===== config.mk =====
export PLATFORM = sky130hd
export DESIGN_NAME = wb_syscall_stage
export DESIGN_NICKNAME = d
export VERILOG_FILES = /design/src/rtl/wb_pkg.sv /design/src/rtl/wb_syscall_stage_mux.sv /design/src/rtl/wb_syscall_stage.sv
export SDC_FILE = /design/constraint.sdc
export NUM_CORES = 1
export LEC_CHECK = 0
export ABC_AREA = 1
export BUFFER_PORTS_ARGS = -buffer_cell sky130_fd_sc_hd__buf_2
export CAP_MARGIN = 20
export CORE_AREA = 10 10 531 533
export DETAILED_ROUTE_END_ITERATION = 12
export DIE_AREA = 0 0 541 543
export GPL_TIMING_DRIVEN = 1
export PLACE_DENSITY = 0.38
export SLEW_MARGIN = 30
export SYNTH_ARGS = -nofsm -noshare
export SYNTH_HDL_FRONTEND = slang
export SYNTH_SLANG_ARGS = --single-unit

===== constraint.sdc =====
create_clock -name clk -period 2.4 [get_ports clk]
set_clock_uncertainty 0.15 [all_clocks]
set_input_delay 0.48 -clock clk [delete_from_list [all_inputs] [get_ports clk]]
set_output_delay 0.48 -clock clk [all_outputs]
set_load 0.1 [all_outputs]

===== src/rtl/wb_pkg.sv =====
// Writeback stage shared types: decoded instruction bundle,
// syscall FSM state encoding and default widths.
package wb_pkg;

   localparam int XLEN_D    = 64;
   localparam int RADDR_W_D = 5;
   localparam int NARGS_D   = 8;

   typedef struct packed {
      logic                 is_load;
      logic                 is_store;
      logic                 is_ecall;
      logic [RADDR_W_D-1:0] rd;
      logic                 en_rd;
   } decoded_inst_t;

   typedef enum logic [2:0] {
      IDLE  = 3'd0,
      REQ   = 3'd1,
      WAIT  = 3'd2,
      DONE  = 3'd3,
      DRAIN = 3'd4
   } wb_state_e;

endpackage


===== src/rtl/wb_syscall_stage_mux.sv =====
// Writeback result select and register-file write gating.
// x0 is never written.
module wb_result_mux
   import wb_pkg::*;
#(
   parameter int XLEN = XLEN_D
) (
   input  decoded_inst_t   i_inst,
   input  logic [XLEN-1:0] i_alu,
   input  logic [XLEN-1:0] i_mem,
   input  logic [XLEN-1:0] i_rsp,
   input  logic            i_retire,
   output logic            o_we,
   output logic [XLEN-1:0] o_wdata
);

   logic w_is_mem;

   assign w_is_mem = i_inst.is_load | i_inst.is_store;

   // pick the result source for the retiring instruction
   always_comb begin
      o_wdata = i_alu;
      unique case (1'b1)
         w_is_mem:        o_wdata = i_mem;
         i_inst.is_ecall: o_wdata = i_rsp;
         default:         o_wdata = i_alu;
      endcase
   end

   // write only on retire with a real destination
   always_comb begin
      o_we = i_retire & i_inst.en_rd & (i_inst.rd != '0);
   end

endmodule


===== src/rtl/wb_syscall_stage.sv =====
// Writeback stage: result select, retire counter and ECALL
// handshake to an external syscall unit.
module wb_syscall_stage
   import wb_pkg::*;
#(
   parameter int XLEN    = XLEN_D,
   parameter int RADDR_W = RADDR_W_D,
   parameter int NARGS   = NARGS_D
) (
   input  logic                  clk,
   input  logic                  reset_n,
   input  logic                  wb_valid,
   input  logic                  flush,
   input  decoded_inst_t         inst,
   input  logic [XLEN-1:0]       alu_result,
   input  logic [XLEN-1:0]       mem_result,
   input  logic [NARGS*XLEN-1:0] args,
   output logic                  sc_req_valid,
   input  logic                  sc_req_ready,
   output logic [NARGS*XLEN-1:0] sc_req_args,
   input  logic                  sc_rsp_valid,
   input  logic [XLEN-1:0]       sc_rsp_data,
   output logic                  rf_we,
   output logic [RADDR_W-1:0]    rf_waddr,
   output logic [XLEN-1:0]       rf_wdata,
   output logic                  stall,
   output logic [XLEN-1:0]       instret
);

   wb_state_e             r_state;
   logic                  r_req_valid;
   logic [NARGS*XLEN-1:0] r_args;
   logic [XLEN-1:0]       r_rsp_q;
   logic [XLEN-1:0]       r_instret;

   logic w_live;
   logic w_detect;
   logic w_retire;
   logic w_busy;

   // live instruction, ECALL detect and retire qualification
   always_comb begin
      w_live   = wb_valid & ~flush;
      w_detect = (r_state == IDLE) & w_live & inst.is_ecall;
      w_retire = ((r_state == IDLE) & w_live & ~inst.is_ecall)
               | ((r_state == DONE) & ~flush);
      w_busy   = (r_state == REQ) | (r_state == WAIT)
               | (r_state == DRAIN);
   end

   assign stall        = w_detect | w_busy;
   assign sc_req_valid = r_req_valid;
   assign sc_req_args  = r_args;
   assign instret      = r_instret;
   assign rf_waddr     = RADDR_W'(inst.rd);

   wb_result_mux #(
      .XLEN (XLEN)
   ) u_mux (
      .i_inst   (inst),
      .i_alu    (alu_result),
      .i_mem    (mem_result),
      .i_rsp    (r_rsp_q),
      .i_retire (w_retire),
      .o_we     (rf_we),
      .o_wdata  (rf_wdata)
   );

   // syscall FSM, latched request/response and retire counter
   always_ff @(posedge clk) begin
      if (!reset_n) begin
         r_state     <= IDLE;
         r_req_valid <= 1'b0;
         r_args      <= '0;
         r_rsp_q     <= '0;
         r_instret   <= '0;
      end else begin
         r_instret <= r_instret + XLEN'(w_retire);
         unique case (r_state)
            IDLE: begin
               if (w_detect) begin
                  r_args      <= args;
                  r_req_valid <= 1'b1;
                  r_state     <= REQ;
               end
            end
            REQ: begin
               if (sc_req_ready) begin
                  r_req_valid <= 1'b0;
                  r_state     <= flush ? DRAIN : WAIT;
               end else if (flush) begin
                  r_req_valid <= 1'b0;
                  r_state     <= IDLE;
               end
            end
            WAIT: begin
               if (sc_rsp_valid) begin
                  if (!flush) begin
                     r_rsp_q <= sc_rsp_data;
                  end
                  r_state <= flush ? IDLE : DONE;
               end else if (flush) begin
                  r_state <= DRAIN;
               end
            end
            DONE: begin
               r_state <= IDLE;
            end
            DRAIN: begin
               if (sc_rsp_valid) begin
                  r_state <= IDLE;
               end
            end
            default: begin
               r_state     <= IDLE;
               r_req_valid <= 1'b0;
            end
         endcase
      end
   end

endmodule


Word level (Yosys, flattened, before mapping). Cells that the tools add are included.

Memories: 0. Bits in registers: 644. Memory bits (writable): 0. Bits in latches: 0. Bits of input ports: 719. Logic and storage cells: 50. Memory bits (read-only): 0.

Div/mod/pow operators: 0. Bitwise operators: 15. Muxes and demuxes: 14. Shifts and indexed selects: 0. $mul: 0. $lt $le $gt $ge: 0. Add/sub/neg operators: 1. Reductions and logical operators: 7. Equality and inequality tests: 8.

Operator list (number): 64-bit one-hot mux with 2 select lines (1); 64-bit by 1-bit adder with 64-bit output (1); 3-bit 2-to-1 mux (7); 3-bit one-hot mux with 4 select lines (1); 1-bit bitwise AND (7); 3-bit by 2-bit == test with 1-bit output (second input constant) (2); 3-bit != test (second input constant) (2); 3-bit AND reduction (2); 1-bit bitwise OR (5); 5-bit nonzero test (1); 2-bit != test (second input constant) (2); 4-bit AND reduction (1); 3-bit by 1-bit == test with 1-bit output (second input constant) (1); 3-bit == test (second input constant) (1); 3-bit logical NOT (1); 1-bit 2-to-1 mux (3); 1-bit inverter (3); 1-bit one-hot mux with 3 select lines (1); 3-bit OR reduction (1); 2-bit 2-to-1 mux (1); 2-bit AND reduction (1).

Logic depth before layout (Yosys ltp). Gate-level depths: netlist (run 1).

Depth after elaboration: 7. Gate-level depth with buffers: 19.

Hierarchy. Synthesis (run 1) repeated with hierarchy kept, for this count alone.

Cell total of the unflattened synthesis: 3521. Area total of the unflattened synthesis: 25291.8 µm².

Modules (own cells, without submodules): wb_syscall_stage (seq. area each 12892.4 µm², area an instance 23912.9 µm², instances 1, cells an instance 3227); wb_result_mux (seq. area each 0.0 µm², area an instance 1378.8 µm², instances 1, cells an instance 294).

Worst setup path after synthesis (run 1). OpenSTA, ideal clock, no wires.

Path type: register to output. Start: register r_state[2]. End: output rf_we. Arrival time: 2.379 ns. Cell stages (with the launch flop): 10. Path buffers: 0. Setup slack: -0.609 ns. Cell sequence: dfxtp_1 -> nor2_2 -> nand2_1 -> inv_2 -> nand2_4 -> o21bai_1 -> nand2_1 -> inv_1 -> nand2_1 -> a21oi_1.

Longest elaborated chain between the ends: 6.

RTL lines: start: declaration (RTL line wb_syscall_stage.sv:30) `wb_state_e r_state;`; start signal: assignment (RTL line wb_syscall_stage.sv:90) `r_state <= flush ? DRAIN : WAIT;`; start signal: assignment (RTL line wb_syscall_stage.sv:101) `r_state <= flush ? IDLE : DONE;`; 3-bit logical NOT (RTL line wb_syscall_stage.sv:45) `w_retire = ((r_state == IDLE) & w_live & ~inst.is_ecall)`; 1-bit bitwise AND (2 in a row) (RTL line wb_syscall_stage.sv:45); 1-bit bitwise OR (*) (RTL line wb_syscall_stage.sv:46) `| ((r_state == DONE) & ~flush);`; 1-bit bitwise AND (*) (2 in a row) (RTL line wb_syscall_stage_mux.sv:33) `o_we = i_retire & i_inst.en_rd & (i_inst.rd != '0);`; end: declaration (RTL line wb_syscall_stage.sv:23) `output logic rf_we,`.

Mark *: on every way between the ends. The rest lies on a longest branch, timed or not.

Final worst setup path (run 1). Ends and elaborated chain as after synthesis.

==> metrics.cfg, run 1 <==
[global_route]
grt_pass1_vias=33100
gr-total-overflow=0
grt_use_total_pct=16.0
grt_max_degree=90
grt_pass1_wl_um=321000
antenna_found_initial=110

[placed_design]
place_hpwl_um=214000
port_buffers=1366
gp_congestion=0.924

[final_layout]
num-fill-cells=30600
nets=6204
multiInputGateArea_um2=11600
seq_area_um2=12900
syn2layout_area_growth_pct=96.6
drive_gt1_share_pct=34.7

[clock_network]
htreeDepth=3
clock_latency_ns=0.78
clock_sinks=644
cts_buffer_depth=4
cts_buffers=94
cts-root-buf=clkbuf_16
cts_tree=yes
clk_pin_slew_ns=0.06

[yosys]
syn_inst=3446
avgSynthCellArea_um2=7.32
async_reset_ff_share_pct=0
mappedNetlistArea_um2=25200
ys_warn_count=0
synth_nets=4167
ys_types=35
synth-seq-area-share_pct=51.1
ys_ff_latch=644
synth_edf_count=0
synth_ff_type=dfxtp_1

[setup_path]
critPathMaxStageDelay_ns=0.35
reg2reg_depth=18
path_cells=nor2_4 > nand2_2 > inv_2 > nand2_4 > o21bai_4 > nand2_2 > inv_2 > buf_6 > nand2_4 > a21oi_4 > buf_12
r2r_slack_ns=-0.17
r2r-end=instret[32]
worstSetupStartpointType=register
crit_fanout=3
required_ns=1.77
cpMaxStageDelayCell=dfxtp_4
timing.rr.start=r_state[2]
critical_path_class=reg -> out
crit_path_end_kind=output port
arrival_ns=2.25

[sta]
period_share_pct=120
worst_slew_pin_slew_ns=0.708
setup_slack_ns=-0.484
tns_ns=-2.40
period_needed_ns=2.88
rsz0062_at_grt=true
hold_viol_final=0
slew_viol_final=0
relSlewSlack_pct=53.1
finalSetupViolations=36
fmax_mhz=347

[pwr]
p_leak_nw=22.3
finalPower_mw=44.1
power_density_nw_per_um2=890
vdd_ir_drop_max_mv=0.596

[status]
status=finished, violations left
violations=setup timing

[min_path]
holdCritStartpoint=wb_valid
worstHoldEndpoint=r_state[2]
min_path_cells=6
hp-class=in -> reg

[detailed_routing]
routed_wl_um=249000
dr.pass1.iters=5
drt-initial-drc-count=1849
viasPerCell=3.53
vias=32300
drt-wirelength-per-cell_um=27.2
final_antenna_net_count=0
drcViolationCount=0

[die]
core-area_um2=271000
ios=1367
die_w_um=541
die_y_um=543
row_count=191
start_util_pct=9.33
die-area_um2=294000

[flow_run]
max_cap_violations=0

[sequential cells by signal, indices dropped and copies added, names as in the netlist]
signal	cells
sc_req_args	512
instret	64
r_rsp_q	64
r_state	3
sc_req_valid	1
[cell usage after synthesis, types with 5 or more instances]
library cell / number / share of area (%)
nor2_1: 1309 / 19
dfxtp_1: 644 / 51
o21ai_1: 520 / 10
nand2_1: 336 / 5.0
o21ai_0: 147 / 2.9
clkbuf_1: 102 / 1.5
nand3_1: 92 / 1.8
buf_2: 59 / 1.2
inv_1: 56 / 0.83
buf_6: 49 / 2.2
a21oi_1: 44 / 0.87
nand4_1: 12 / 0.30
nor2_2: 12 / 0.30
buf_4: 10 / 0.30
xor2_1: 7 / 0.24
nand2_2: 6 / 0.15
or2_0: 5 / 0.12
[how the worst max path moves through the flow]
| stage | start | endpoint | depth (start not counted) |
|---|---|---|---|
| 2_1_floorplan | flush | stall | 6 |
| 3_3_place_gp | r_state[2] | instret[44] | 19 |
| 3_5_place_dp | r_state[2] | instret[44] | 19 |
| 4_1_cts | r_state[1] | rf_we | 11 |
| 5_1_grt | r_state[2] | rf_we | 11 |
| 6_report | r_state[2] | rf_we | 11 |
[critical path: cells and delay by family (launching register included)]
| kind | cells | cell delay (ns) |
|---|---|---|
| buffers and inverters | 4 | 0.45 |
| flip-flops | 1 | 0.35 |
| AND/OR/NAND/NOR | 5 | 0.35 |
| AO/OA/AOI/OAI | 2 | 0.30 |
[layer usage]
| metal | global-route usage [%] | wire [um] | up-vias | part of all wire [%] |
|---|---|---|---|---|
| met1 | 18.9 | 101000 | 15300 | 41 |
| li1 | - | - | 15200 | - |
| met4 | 3.92 | 6770 | 20 | 2.7 |
| met2 | 24.6 | 106000 | 1460 | 43 |
| met5 | 0 | 144 | - | 0.058 |
| met3 | 9.68 | 34600 | 331 | 14 |
[report_power, final]
part / total, mW / switching, mW / leakage (nW) / internal [mW]
clock: 15.2 / 5.91 / 1.63 / 9.29
sequential: 12.4 / 0.615 / 5.25 / 11.8
combinational: 16.6 / 13.0 / 15.5 / 3.55
total: 44.1 / 19.5 / 22.3 / 24.6
[placed cells by master (no fill, tap or decap), types with 20 or more instances in the layout]
| master | netlist | routed |
|---|---|---|
| diode_2 | 0 | 28 |
| buf_4 | 10 | 436 |
| clkbuf_16 | 0 | 98 |
| dfxtp_1 | 644 | 633 |
| buf_12 | 4 | 117 |
| o21ai_0 | 147 | 127 |
| a21oi_1 | 44 | 39 |
| buf_6 | 49 | 32 |
| nor2_1 | 1309 | 1295 |
| nand3_2 | 1 | 58 |
| nand2_2 | 6 | 34 |
| clkbuf_8 | 0 | 20 |
| inv_1 | 56 | 52 |
| nand2_1 | 336 | 292 |
| o21ai_1 | 520 | 526 |
| nand3_1 | 92 | 21 |
| buf_2 | 59 | 979 |
| dlygate4sd3_1 | 0 | 594 |
[area by class of cell]
cell class                 count  area share (%)
antenna                       28           0.141
clock buffer                 128            5.45
clock inverter                41            1.25
inverter                      60           0.457
multi-input combinational   2513            23.4
sequential                   644            26.0
tap                         3570            9.01
timing repair buffer        2170            34.3
[kinds of logic (layout without fill, tap and decap cells)]
logic type | after synthesis | in the layout | share of synthesized area [%]
DFF | 644 | 644 | 51.1
buffers and inverters | 289 | 2399 | 6.48
and+or+nand+nor | 1786 | 1786 | 27.8
AOI/OAI and AO/OA | 718 | 718 | 14.3
adders and majority gates | 2 | 2 | 0.0992
other | 0 | 28 | 0
xor gates and xnor gates | 7 | 7 | 0.243
[metrics by stage]
step / util, % / area (um2) / cells / setup WS, ns / hold WS, ns
5_1_grt: 18.3 / 49600 / 9142 / -0.610 / 0.151
2_1_floorplan: - / 25600 / 3446 / -0.160 / 0.305
3_5_place_dp: 14.2 / 38400 / 8328 / -0.371 / 0.316
3_3_place_gp: 14.2 / 38400 / 8328 / -0.429 / 0.311
6_report: 18.3 / 49600 / 9154 / -0.484 / 0.178
4_1_cts: 18.1 / 49000 / 9107 / -0.609 / 0.0597
[repair_timing]
action / 4_1_cts / 5_1_grt
hold endpoints to repair: 580 / 0
gates cloned: 2 / 3
buffers inserted: 17 / 19
setup endpoints to repair: 408 / 137
hold buffers: 594 / 0
pin swaps: 40 / 41
gates resized for setup: 407 / 110
No activity file was read; power rests on OpenSTA's default activity.
==> run 2: changes to the inputs <==
Settings changed: REMOVE_ABC_BUFFERS set to 1.
==> metrics.cfg, run 2 (synthesis results as in run 1) <==
[status]
status=finished, violations left
violations=setup timing

[die]
ios=1367
row_count=191
die_y_um=543
core-area_um2=271000
start_util_pct=9.33
die_w_um=541
die-area_um2=294000

[clock_network]
clock_sinks=644
clock_latency_ns=0.78
cts_buffers=94
cts_tree=yes
clk_pin_slew_ns=0.05
cts_buffer_depth=4
cts-root-buf=clkbuf_16
htreeDepth=3

[sta]
finalSetupViolations=61
period_share_pct=117
hold_slack_ns=0.0961
relSlewSlack_pct=50.6
rsz0062_at_grt=true
tns_ns=-12.68
worst_slew_pin_slew_ns=0.747
fmax_mhz=355
slew_viol_final=0
setup_slack_ns=-0.419
hold_viol_final=0
period_needed_ns=2.82

[global_route]
antenna_found_initial=118
grt_use_total_pct=14.2
grt_pass1_wl_um=292000
grt_pass1_vias=33000
grt_max_degree=98
gr-total-overflow=0

[placed_design]
gp_congestion=0.952
place_hpwl_um=188000
port_buffers=1366

[setup_path]
crit_fanout=3
cpMaxStageDelayCell=dfxtp_4
critPathMaxStageDelay_ns=0.35
critical_path_class=reg -> out
arrival_ns=2.19
required_ns=1.77
path_cells=nor2_4 > nand2_2 > inv_2 > nand2_4 > o21bai_1 > nand2_1 > inv_2 > buf_6 > nand2_4 > a21oi_4 > buf_12
crit_path_end_kind=output port
worstSetupStartpointType=register

[final_layout]
syn2layout_area_growth_pct=92.5
largest_reg_flops=512
nets=6160
num-fill-cells=30800
layout_common_cells=1291 x nor2_1, 1069 x buf_2, 640 x dfxtp_1
drive_gt1_share_pct=33.9
final_common_cell=nor2_1

[pwr]
seqPwrFrac_pct=29.3
vdd_ir_drop_max_mv=0.639
power_density_nw_per_um2=871
swShare_pct=44.5
p_leak_nw=21.9
p_comb_share_pct=37.4
internal_power_mw=23.5
p_sw_mw=18.8
p_clk_share_pct=33.3

[detailed_routing]
vias=32000
routed_wl_um=221000
drt-initial-drc-count=1684
viasPerCell=3.50
final_antenna_net_count=0
drt-wirelength-per-cell_um=24.2
drcViolationCount=0
dr.pass1.iters=5

[min_path]
hp-class=in -> reg

[flow_run]
max_cap_violations=0

==> run 2: cell count changes in the layout (fill, tap and decap cells not counted), sizes merged <==
cell         before   now
bufinv           13     5
clkbuf          137   143
dlygate4sd3     594   586
inv              63    65
clkinv           23    17
buf            1567  1530
clkinvlp          2     6
diode            28    47
==> run 2: layer usage <==
| layer | vias to the layer above | wire [um] | global-route usage, % |
|---|---|---|---|
| met5 | - | 234 | 0 |
| met4 | 36 | 6660 | 3.08 |
| met3 | 352 | 26400 | 7.28 |
| met2 | 1359 | 104000 | 24.4 |
| met1 | 15100 | 84200 | 15.6 |
| li1 | 15200 | - | - |
==> run 2: timing repair <==
action	4_1_cts	5_1_grt
hold endpoints to repair	579	0
gates cloned	1	3
resized for setup	329	172
buffers inserted	27	12
pin swaps	53	48
hold buffers	586	0
setup endpoints to repair	313	94
==> run 2: worst paths after layout <==
| kind | start | end | slack [ns] | cells past startpoint |
|---|---|---|---|---|
| worst min-delay path | sc_rsp_data[8] | r_rsp_q[8] | 0.1 | 3 |
| worst max register to register | r_state[2] | instret[31] | -0.36 | 21 |
| worst min register to register | r_rsp_q[58] | r_rsp_q[58] | 0.33 | 2 |
| worst max-delay path | r_state[2] | rf_we | -0.42 | 11 |
==> run 2: area by class of cell <==
type	instances	area, um2	share of cell area, %
clock inverter	33	368	0.758
inverter	60	230	0.474
timing repair buffer	2126	16200	33.5
antenna	47	118	0.242
multi-input combinational	2513	11500	23.8
clock buffer	133	2690	5.54
tap	3570	4470	9.20
sequential	644	12900	26.6
==> run 2: power groups by stage <==
stage	Clock (mW)	Sequential, mW	Combinational (mW)
3_5_place_dp	0	12.5	14.8
5_1_grt	15.0	12.5	16.5
6_report	14.1	12.4	15.8
3_3_place_gp	0	12.5	14.8
4_1_cts	14.7	12.4	16.0
2_1_floorplan	0	19.6	3.00
==> run 2: critical path, delay by kind of cell (launching register included) <==
kind                   cells  cell delay [ns]
flip-flops                 1             0.35
AND/OR/NAND/NOR            5             0.36
AO/OA/AOI/OAI              2             0.26
buffers and inverters      4             0.42
==> run 2: through the flow <==
step	instances	area, um2	util (%)	setup WS (ns)	total power, mW
finish	9126	48600	17.9	-0.419	42.3
detailed placement	8292	37600	13.9	-0.264	27.3
global route	9107	48500	17.9	-0.569	44.0
CTS	9066	47600	17.6	-0.567	43.1
floorplan	3217	23800	-	-15.31	22.6
global placement	8292	37600	13.9	-0.339	27.3
